$ cat src/rtl/handshake_constant_check_pkg.sv
// handshake_constant_check_pkg: occupancy encoding and saturating increment shared by handshake blocks
package handshake_constant_check_pkg;
  typedef enum logic [1:0] {EMPTY = 2'd0, ONE = 2'd1, FULL = 2'd2} occ_t;
  function automatic logic [31:0] sat_inc(input logic [31:0] v, input logic [31:0] max);
    return (v == max) ? v : v + 32'd1;
  endfunction
endpackage

$ cat src/rtl/handshake_constant_check_tehb2_bit.sv
// handshake_tehb2_bit: 2-entry elastic buffer with ready derived only from registered occupancy
module handshake_tehb2_bit
  import handshake_constant_check_pkg::*;
#(
  parameter int W = 1
) (
  input  logic         clk,
  input  logic         rst,
  input  logic [W-1:0] in_data,
  input  logic         in_valid,
  output logic         in_ready,
  output logic [W-1:0] out_data,
  output logic         out_valid,
  input  logic         out_ready
);
  occ_t state, state_nxt;
  logic [W-1:0] mem [2];
  logic wp, rp, acc, drn;
  assign in_ready = state != FULL;
  assign out_valid = state != EMPTY;
  assign out_data = mem[rp];
  assign acc = in_valid && in_ready;
  assign drn = out_valid && out_ready;
  always_comb begin
    state_nxt = state;
    state_nxt = (acc && !drn) ? occ_t'(state + 2'd1) : (drn && !acc) ? occ_t'(state - 2'd1) : state;
  end
  always_ff @(posedge clk) begin
    if (rst) begin
      state <= EMPTY;
      wp <= 1'b0;
      rp <= 1'b0;
      mem[0] <= '0;
      mem[1] <= '0;
    end else begin
      state <= state_nxt;
      if (acc) begin
        mem[wp] <= in_data;
        wp <= ~wp;
      end
      if (drn) rp <= ~rp;
    end
  end
endmodule

$ cat src/rtl/handshake_constant_check.sv
// handshake_constant_check: turns each data token into a match-against-constant bit with debug statistics
module handshake_constant_check
  import handshake_constant_check_pkg::*;
#(
  parameter int DATA_WIDTH = 32,
  parameter logic [DATA_WIDTH-1:0] CONSTANT = '0,
  parameter int CNT_WIDTH = 16
) (
  input  logic                  clk,
  input  logic                  rst,
  input  logic [DATA_WIDTH-1:0] ins,
  input  logic                  ins_valid,
  output logic                  ins_ready,
  output logic                  outs,
  output logic                  outs_valid,
  input  logic                  outs_ready,
  output logic [CNT_WIDTH-1:0]  tokens_seen,
  output logic [CNT_WIDTH-1:0]  mismatch_cnt,
  output logic                  error
);
  localparam logic [CNT_WIDTH-1:0] cnt_max = '1;
  logic match, acc;
  assign match = ins == CONSTANT;
  assign acc = ins_valid && ins_ready;
  handshake_tehb2_bit #(.W(1)) u_buf (
    .clk(clk),
    .rst(rst),
    .in_data(match),
    .in_valid(ins_valid),
    .in_ready(ins_ready),
    .out_data(outs),
    .out_valid(outs_valid),
    .out_ready(outs_ready)
  );
  always_ff @(posedge clk) begin
    if (rst) begin
      tokens_seen <= '0;
      mismatch_cnt <= '0;
      error <= 1'b0;
    end else if (acc) begin
      tokens_seen <= CNT_WIDTH'(sat_inc(32'(tokens_seen), 32'(cnt_max)));
      if (!match) begin
        mismatch_cnt <= CNT_WIDTH'(sat_inc(32'(mismatch_cnt), 32'(cnt_max)));
        error <= 1'b1;
      end
    end
  end
endmodule
$ cat config.mk
export PLATFORM = sky130hd
export DESIGN_NAME = handshake_constant_check
export DESIGN_NICKNAME = d
export VERILOG_FILES = /design/src/rtl/handshake_constant_check_pkg.sv /design/src/rtl/handshake_constant_check_tehb2_bit.sv /design/src/rtl/handshake_constant_check.sv
export SDC_FILE = /design/constraint.sdc
export NUM_CORES = 1
export LEC_CHECK = 0
export CAP_MARGIN = 20
export CORE_ASPECT_RATIO = 1.1
export CORE_UTILIZATION = 41
export CTS_CLUSTER_DIAMETER = 200
export DETAILED_ROUTE_END_ITERATION = 10
export PLACE_DENSITY = 0.81
export SETUP_SLACK_MARGIN = 0.15
export SLEW_MARGIN = 25
export SYNTH_ARGS = -nofsm -noshare
export SYNTH_HDL_FRONTEND = slang
export SYNTH_SLANG_ARGS = --single-unit
export TNS_END_PERCENT = 5
$ cat constraint.sdc
create_clock -name clk -period 1.81 [get_ports clk]
set_clock_uncertainty 0.05 [all_clocks]
set_input_delay 0.4525 -clock clk [delete_from_list [all_inputs] [get_ports clk]]
set_output_delay 0.4525 -clock clk [all_outputs]
set_load 0.02 [all_outputs]
==> run_summary.xml, run 1 <==
<?xml version="1.0" encoding="UTF-8"?>
<metrics>
  <group name="sta">
    <metric name="finalHoldViolCount" unit="">0</metric>
    <metric name="max_freq" unit="MHz">545</metric>
    <metric name="layout_min_cycle_time" unit="ns">1.83</metric>
    <metric name="hold_worst_slack" unit="ns">0.394</metric>
    <metric name="relSlewSlack" unit="%">75.0</metric>
    <metric name="setup_slack" unit="ns">-0.0244</metric>
    <metric name="setup-violations-final" unit="">8</metric>
    <metric name="report.final.slew_viol_count" unit="">0</metric>
    <metric name="final.period_utilization" unit="%">101</metric>
    <metric name="worst_pin_slew" unit="ns">0.373</metric>
    <metric name="rsz0062_at_grt" unit="">yes</metric>
  </group>
  <group name="setup_path">
    <metric name="critical_path.max_stage_delay" unit="ns">0.37</metric>
    <metric name="path_common_cell" unit="">buf_6</metric>
    <metric name="cpMaxStageDelayCell" unit="">dfxtp_4</metric>
    <metric name="timing.critical_path.fanout_max" unit="">4</metric>
    <metric name="critical_path_required" unit="ns">2.00</metric>
    <metric name="cp-end-kind" unit="">flop</metric>
    <metric name="crit_path_cell_trace" unit="">ha_4 -&gt; nand4_4 -&gt; or2_4 -&gt; nor3_4 -&gt; buf_6 -&gt; buf_6 -&gt; buf_6 -&gt; o31ai_2 -&gt; a21oi_2</metric>
    <metric name="cp.arrival" unit="ns">2.02</metric>
    <metric name="launch_instance_of_the_worst_register_to_register_path" unit="">mismatch_cnt[0]</metric>
    <metric name="setup.worst_path.class" unit="">flop to flop</metric>
    <metric name="buffer_and_inverter_count_on_the_worst_path" unit="">3</metric>
    <metric name="critPathLaunchType" unit="">flop</metric>
    <metric name="critical_path.startpoint" unit="">mismatch_cnt[0]</metric>
    <metric name="worst_path_dominant_cell_family" unit="">simple AND/OR/NAND/NOR gates</metric>
  </group>
  <group name="cells_and_area">
    <metric name="finalNonFillerCells" unit="">403</metric>
    <metric name="final_layout_size_suffix_gt1_share" unit="%">32.0</metric>
    <metric name="nNetsFinal" unit="">385</metric>
    <metric name="finish.utilization" unit="%">72.6</metric>
    <metric name="regArea" unit="um^2">842</metric>
    <metric name="n_antenna_cell" unit="">0</metric>
    <metric name="stdcell_area" unit="mm^2">0.00347</metric>
    <metric name="multi_input_area" unit="mm^2">0.00138</metric>
    <metric name="area.growth.synth_to_final" unit="%">65.3</metric>
    <metric name="fillCellCount" unit="">342</metric>
  </group>
  <group name="synth">
    <metric name="ys_ff_latch" unit="">40</metric>
    <metric name="synth_flop_type" unit="">dfxtp_1</metric>
    <metric name="netlist_instances" unit="">240</metric>
    <metric name="synthDistinctLibCells" unit="">50</metric>
    <metric name="synth_commonest_cells" unit="">38 x dfxtp_1, 27 x nor2_1, 15 x a21oi_1, 13 x nor4_1, 12 x nand4_1</metric>
    <metric name="share_of_yosys_cell_area_claimed_by_the_top_area_cell_type" unit="%">36.2</metric>
    <metric name="cell_types_occupying_the_most_area_after_synthesis" unit="">dfxtp_1 36%, nor2_1 4.8%, nor4_1 3.9%, xor2_1 3.8%, a21oi_1 3.6%</metric>
    <metric name="synthesis.area_per_instance" unit="um^2">8.75</metric>
    <metric name="yosysMostFrequentCell" unit="">dfxtp_1</metric>
    <metric name="syn-cell-area" unit="mm^2">0.00210</metric>
    <metric name="synth-seq-area-share" unit="%">39.1</metric>
    <metric name="synth_nets" unit="">279</metric>
    <metric name="ys_warn_count" unit="">0</metric>
    <metric name="ys_async_sr_fraction" unit="%">0</metric>
    <metric name="synth_edf_count" unit="">2</metric>
    <metric name="synth_top_cell_by_area" unit="">dfxtp_1</metric>
  </group>
  <group name="placed_design">
    <metric name="place_inst" unit="">390</metric>
    <metric name="port_buffers" unit="">71</metric>
    <metric name="placement.cell_area" unit="mm^2">0.00316</metric>
    <metric name="hpwlAfterDp" unit="mm">4.13</metric>
    <metric name="preCtsSetupSlack" unit="ns">-0.488</metric>
    <metric name="globalplace.congestion" unit="">0.860</metric>
  </group>
  <group name="routing">
    <metric name="wl_per_cell" unit="um">15.2</metric>
    <metric name="drcViolationCount" unit="">0</metric>
    <metric name="top_signal_layer_used" unit="">met4</metric>
    <metric name="drtPass1Iterations" unit="">4</metric>
    <metric name="wl" unit="mm">6.14</metric>
    <metric name="route.met2.wl" unit="mm">3.23</metric>
    <metric name="route.met3.wl" unit="um">266</metric>
    <metric name="drt-initial-drc-count" unit="">110</metric>
    <metric name="met1_length" unit="mm">2.52</metric>
    <metric name="drt.antenna.violating_nets" unit="">0</metric>
    <metric name="detail_route.vias_per_cell" unit="">5.69</metric>
    <metric name="detailroute.via_count" unit="">2295</metric>
  </group>
  <group name="cts">
    <metric name="cts.sinks" unit="">40</metric>
    <metric name="number_of_buffers_added_by_the_clock_tree_synthesis_step" unit="">5</metric>
    <metric name="path_clk_slew" unit="ns">0.08</metric>
    <metric name="clkLatencyLatePin" unit="ns">0.30</metric>
    <metric name="tritoncts" unit="">done</metric>
    <metric name="ctsHtreeMaxLevel" unit="">2</metric>
    <metric name="cts-root-buf" unit="">clkbuf_8</metric>
    <metric name="ctsLongestPathBuffers" unit="">2</metric>
  </group>
  <group name="floorplanning">
    <metric name="floorplan.die_area" unit="mm^2">0.00541</metric>
    <metric name="dieWidth" unit="um">70.3</metric>
    <metric name="start_util" unit="%">43.9</metric>
    <metric name="num_io_pins" unit="">72</metric>
    <metric name="die-height" unit="um">77.1</metric>
    <metric name="floorplan.core_area" unit="mm^2">0.00478</metric>
    <metric name="fp-row-count" unit="">26</metric>
  </group>
  <group name="power_and_ir_drop">
    <metric name="sw_frac_of_total" unit="%">29.3</metric>
    <metric name="internal_power" unit="uW">1800</metric>
    <metric name="comb_power_share" unit="%">29.8</metric>
    <metric name="power.static_leakage" unit="uW">0.00155</metric>
    <metric name="p_clk_share" unit="%">29.9</metric>
    <metric name="power_density" unit="mW/mm^2">734</metric>
    <metric name="ir_worst_vdd" unit="uV">367</metric>
    <metric name="seq_power_share" unit="%">40.4</metric>
    <metric name="switching_power" unit="uW">745</metric>
  </group>
  <group name="hold_path">
    <metric name="worstHoldStart" unit="">error</metric>
    <metric name="min-delay-path-class" unit="">flop to flop</metric>
  </group>
  <group name="global_route">
    <metric name="grt_pass1_vias" unit="">2177</metric>
    <metric name="grt_pass1_wl" unit="mm">9.63</metric>
    <metric name="grt_start_max_net_pins" unit="">38</metric>
    <metric name="grt_antenna_before_repair" unit="">0</metric>
    <metric name="grt-ovfl-total" unit="">0</metric>
    <metric name="grt_usage" unit="%">21.9</metric>
  </group>
  <group name="run_status">
    <metric name="run_status" unit="">finished with violations</metric>
    <metric name="violations" unit="">setup timing</metric>
  </group>
  <group name="flow_run">
    <metric name="maxCapViolCount" unit="">0</metric>
  </group>
</metrics>
worst register-to-register path: stages, from the launching register on:
cell	delay (ns)
dfxtp_4	0.37
ha_4	0.15
nand4_4	0.08
or2_4	0.30
nor3_4	0.26
buf_6	0.16
buf_6	0.11
buf_6	0.10
o31ai_2	0.07
a21oi_2	0.14
metrics by stage:
stage               TNS, ns  power (uW)
floorplan           -0.0830        1380
global placement      -8.28        1730
detailed placement    -9.10        1760
CTS                 -0.0702        2540
global route         -0.973        2660
finish              -0.0750        2550
flip-flops by register name, summed over array words and instances (netlist names), named ones only:
name          cells
u_buf.rp          1
u_buf.state       2
u_buf.wp          1
tokens_seen      16
mismatch_cnt     16
error             1
u_buf.mem         2
final timing paths:
check / cells past startpoint / slack (ns) / endpoint
setup reg to reg: 9 / -0.02 / mismatch_cnt[13]
hold reg to reg: 2 / 0.39 / error
hold / removal: 2 / 0.39 / error
setup / recovery: 9 / -0.02 / mismatch_cnt[13]
area by class of cell:
cell class              count  share of cell area (%)
multi-input cells         181                    39.7
repair buffers            110                    29.7
flip-flops and latches     40                    24.3
clock buffers               6                    2.38
well taps                  56                    2.02
inverters                   8                    1.01
clock inverters             2                   0.973
cells in the final DEF, fill, tap and decap left out, types with 3 or more instances in the layout:
master / instances
buf_12: 3
a21oi_1: 10
nand3_1: 10
a21oi_2: 5
nand4_1: 12
buf_4: 28
nor3_1: 5
nand2_1: 10
and3_1: 6
clkbuf_8: 6
dlygate4sd2_1: 38
nor2_1: 25
nor2b_1: 3
xnor2_1: 7
dfxtp_1: 25
o21ai_0: 3
inv_1: 7
buf_6: 7
xor2_1: 9
o31ai_1: 5
clkbuf_2: 3
o31ai_2: 3
dlymetal6s2s_1: 7
nor4_2: 9
nor4_1: 4
or4_4: 5
clkdlybuf4s15_1: 19
dfxtp_2: 11
or3_1: 4
routing by layer:
layer | global-route usage [%] | vias up
li1 | - | 1108
met1 | 25.1 | 1090
met2 | 39.2 | 83
met3 | 4.20 | 14
met4 | 8.80 | 0
met5 | 0 | -
cell families after synthesis:
family	Yosys count	share of synthesized area [%]
compound gates	38	12.2
xor+xnor	16	6.67
fa+ha+maj	3	1.79
buf+inv	19	4.65
flops	40	39.1
mux	5	2.86
simple gates	119	32.8
what timing repair did:
| item | 4_1_cts | 5_1_grt |
|---|---|---|
| resized for setup | 97 | 55 |
| setup buffers | 2 | 2 |
| setup endpoints to repair | 60 | 45 |
| hold buffers | 0 | 0 |
| pin swaps | 22 | 20 |
| gates cloned | 1 | 0 |
power groups by stage:
stage | clock, uW | sequential, uW | combinational, uW
finish | 761 | 1030 | 758
global route | 810 | 1040 | 807
CTS | 768 | 1030 | 744
detailed placement | 0 | 1040 | 713
global placement | 0 | 1040 | 689
floorplan | 0 | 1070 | 314
No activity file was read; power rests on OpenSTA's default activity.
==> run 2, diff against run 1 <==
CORE_MARGIN = 10   (was not set)
==> run 2 against run 1 <==
Against the previous run:
- the flow still finishes with violations (setup timing)
- critical endpoint is now mismatch_cnt[15]
- sequential power barely moved
- fmax down 2.0%
- via count fell by 1.2%
- clock power down 17%
- sequential cell count stayed put
- utilization shrank 1.6 points
- worst setup slack worse by 0.037 ns
- final cell count increased by 0.25%
- non-clock buffer count down 1
- total power shrank 4.0%
- critical path type unchanged
- cell area grew 2.3%
==> run_summary.xml, run 2 (synthesized netlist as in run 1, its figures left out) <==
<?xml version="1.0" encoding="UTF-8"?>
<metrics>
  <group name="run_status">
    <metric name="run_status" unit="">finished with violations</metric>
    <metric name="violations" unit="">setup timing</metric>
  </group>
  <group name="cts">
    <metric name="path_clk_slew" unit="ns">0.08</metric>
    <metric name="clkLatencyLatePin" unit="ns">0.30</metric>
    <metric name="ctsHtreeMaxLevel" unit="">2</metric>
    <metric name="ctsLongestPathBuffers" unit="">2</metric>
    <metric name="tritoncts" unit="">done</metric>
    <metric name="cts.sinks" unit="">40</metric>
    <metric name="holdBufCountCts" unit="">0</metric>
    <metric name="cts-root-buf" unit="">clkbuf_8</metric>
    <metric name="number_of_buffers_added_by_the_clock_tree_synthesis_step" unit="">5</metric>
  </group>
  <group name="placed_design">
    <metric name="port_buffers" unit="">71</metric>
    <metric name="place_inst" unit="">393</metric>
    <metric name="hpwlAfterDp" unit="mm">4.91</metric>
    <metric name="globalplace.congestion" unit="">0.855</metric>
  </group>
  <group name="power_and_ir_drop">
    <metric name="seq_power_share" unit="%">43.0</metric>
    <metric name="power.static_leakage" unit="uW">0.00164</metric>
    <metric name="power_density" unit="mW/mm^2">689</metric>
    <metric name="ir_worst_vdd" unit="uV">604</metric>
    <metric name="switching_power" unit="uW">769</metric>
    <metric name="comb_power_share" unit="%">31.3</metric>
    <metric name="internal_power" unit="uW">1680</metric>
    <metric name="sw_frac_of_total" unit="%">31.4</metric>
    <metric name="p_clk_share" unit="%">25.8</metric>
  </group>
  <group name="setup_path">
    <metric name="critical_path_required" unit="ns">2.01</metric>
    <metric name="timing.critical_path.fanout_max" unit="">4</metric>
    <metric name="critPathLaunchType" unit="">flop</metric>
    <metric name="cp.arrival" unit="ns">2.07</metric>
    <metric name="critical_path.startpoint" unit="">mismatch_cnt[1]</metric>
    <metric name="cp-end-kind" unit="">flop</metric>
    <metric name="setup.worst_path.class" unit="">flop to flop</metric>
    <metric name="launch_instance_of_the_worst_register_to_register_path" unit="">mismatch_cnt[1]</metric>
  </group>
  <group name="sta">
    <metric name="finalHoldViolCount" unit="">0</metric>
    <metric name="report.final.slew_viol_count" unit="">0</metric>
    <metric name="final.period_utilization" unit="%">103</metric>
    <metric name="max_freq" unit="MHz">534</metric>
    <metric name="aggregate_negative_setup_slack" unit="ns">-0.238</metric>
    <metric name="layout_min_cycle_time" unit="ns">1.87</metric>
    <metric name="relSlewSlack" unit="%">74.7</metric>
    <metric name="worst_pin_slew" unit="ns">0.374</metric>
    <metric name="setup-violations-final" unit="">7</metric>
    <metric name="rsz0062_at_grt" unit="">yes</metric>
    <metric name="setup_slack" unit="ns">-0.0615</metric>
  </group>
  <group name="flow_run">
    <metric name="maxCapViolCount" unit="">0</metric>
  </group>
  <group name="floorplanning">
    <metric name="floorplan.core_area" unit="mm^2">0.00500</metric>
    <metric name="start_util" unit="%">42.0</metric>
    <metric name="fp-row-count" unit="">27</metric>
    <metric name="dieWidth" unit="um">88.3</metric>
    <metric name="die-height" unit="um">95.1</metric>
    <metric name="num_io_pins" unit="">72</metric>
    <metric name="floorplan.die_area" unit="mm^2">0.00839</metric>
  </group>
  <group name="routing">
    <metric name="top_signal_layer_used" unit="">met4</metric>
    <metric name="detail_route.vias_per_cell" unit="">5.61</metric>
    <metric name="wl_per_cell" unit="um">17.5</metric>
    <metric name="met1_length" unit="mm">2.74</metric>
    <metric name="drt-initial-drc-count" unit="">135</metric>
    <metric name="route.met2.wl" unit="mm">3.81</metric>
    <metric name="drtPass1Iterations" unit="">4</metric>
    <metric name="drt.antenna.violating_nets" unit="">0</metric>
    <metric name="route.met3.wl" unit="um">413</metric>
    <metric name="detailroute.via_count" unit="">2268</metric>
    <metric name="wl" unit="mm">7.09</metric>
    <metric name="drcViolationCount" unit="">0</metric>
  </group>
  <group name="global_route">
    <metric name="grt_pass1_wl" unit="mm">10.6</metric>
    <metric name="grt_antenna_before_repair" unit="">0</metric>
    <metric name="grt_pass1_vias" unit="">2242</metric>
    <metric name="grt-ovfl-total" unit="">0</metric>
    <metric name="grt_usage" unit="%">15.8</metric>
    <metric name="grt_start_max_net_pins" unit="">36</metric>
  </group>
  <group name="cells_and_area">
    <metric name="area.growth.synth_to_final" unit="%">69.1</metric>
    <metric name="n_antenna_cell" unit="">0</metric>
    <metric name="layout_top_registers" unit="">mismatch_cnt (16), tokens_seen (16)</metric>
    <metric name="mostFrequentLayoutCells" unit="">28 x dfxtp_1, 28 x dlygate4sd2_1, 28 x buf_4</metric>
    <metric name="finalNonFillerCells" unit="">404</metric>
    <metric name="fillCellCount" unit="">366</metric>
    <metric name="nNetsFinal" unit="">384</metric>
    <metric name="final_layout_size_suffix_gt1_share" unit="%">31.8</metric>
  </group>
  <group name="hold_path">
    <metric name="worstHoldStart" unit="">error</metric>
    <metric name="min-delay-path-class" unit="">flop to flop</metric>
  </group>
</metrics>
==> run 2: worst paths after layout <==
kind | to | slack (ns) | depth (start not counted)
setup / recovery | mismatch_cnt[15] | -0.06 | 7
hold / removal | error | 0.40 | 2
setup reg to reg | mismatch_cnt[15] | -0.06 | 7
hold reg to reg | error | 0.40 | 2
==> run 2: what timing repair did <==
item                                    CTS  global route
buffers inserted                          0             2
pin swaps                                20            27
resized for setup                        65            79
endpoints found under the setup margin   61            47
gates cloned                              0             1
==> run 2: critical path, cell delays in order (launching register included) <==
cell and delay (ns):
dfxtp_4 0.37, ha_4 0.16, nand4_4 0.10, or2_4 0.28, buf_6 0.12, o311a_4 0.33, a311oi_2 0.29, a41o_2 0.13
==> run 2: stage by stage <==
| stage | total power [uW] | utilization (%) | worst slack, ns | hold slack [ns] | cell area [um^2] |
|---|---|---|---|---|---|
| 2_1_floorplan | 1380 | - | -0.0240 | 0.422 | 2150 |
| 3_3_place_gp | 1720 | 63.3 | -0.408 | 0.386 | 3170 |
| 3_5_place_dp | 1750 | 63.3 | -0.501 | 0.391 | 3170 |
| 4_1_cts | 2360 | 65.6 | -0.0764 | 0.400 | 3280 |
| 5_1_grt | 2570 | 71.0 | -0.141 | 0.434 | 3550 |
| 6_report | 2450 | 71.0 | -0.0615 | 0.404 | 3550 |
==> run 2: area by class of cell <==
class / count / area [um^2] / area share, %
clock inverter: 2 / 10.0 / 0.282
sequential: 40 / 843 / 23.7
inverter: 8 / 35.0 / 0.986
multi-input combinational: 181 / 1420 / 40.0
timing repair buffer: 109 / 1090 / 30.6
clock buffer: 6 / 82.6 / 2.32
tap: 58 / 72.6 / 2.04
==> run 2: per-layer routing <==
metal / up-vias / track usage, %
met5: - / 0
met4: 0 / 4.18
met3: 12 / 5.03
met2: 63 / 28.3
met1: 1092 / 17.5
li1: 1101 / -
==> run 2: power by group through the flow <==
stage | clock [uW] | combinational [uW] | sequential [uW]
floorplan | 0 | 314 | 1070
global placement | 0 | 680 | 1040
detailed placement | 0 | 702 | 1050
CTS | 640 | 692 | 1030
global route | 683 | 827 | 1060
finish | 631 | 765 | 1050
==> run 3, diff against run 2 <==
HOLD_SLACK_MARGIN = 0.08   (was not set)
==> results of run 3 <==
The final DEF is identical to that of run 2; final timing and power are the same.
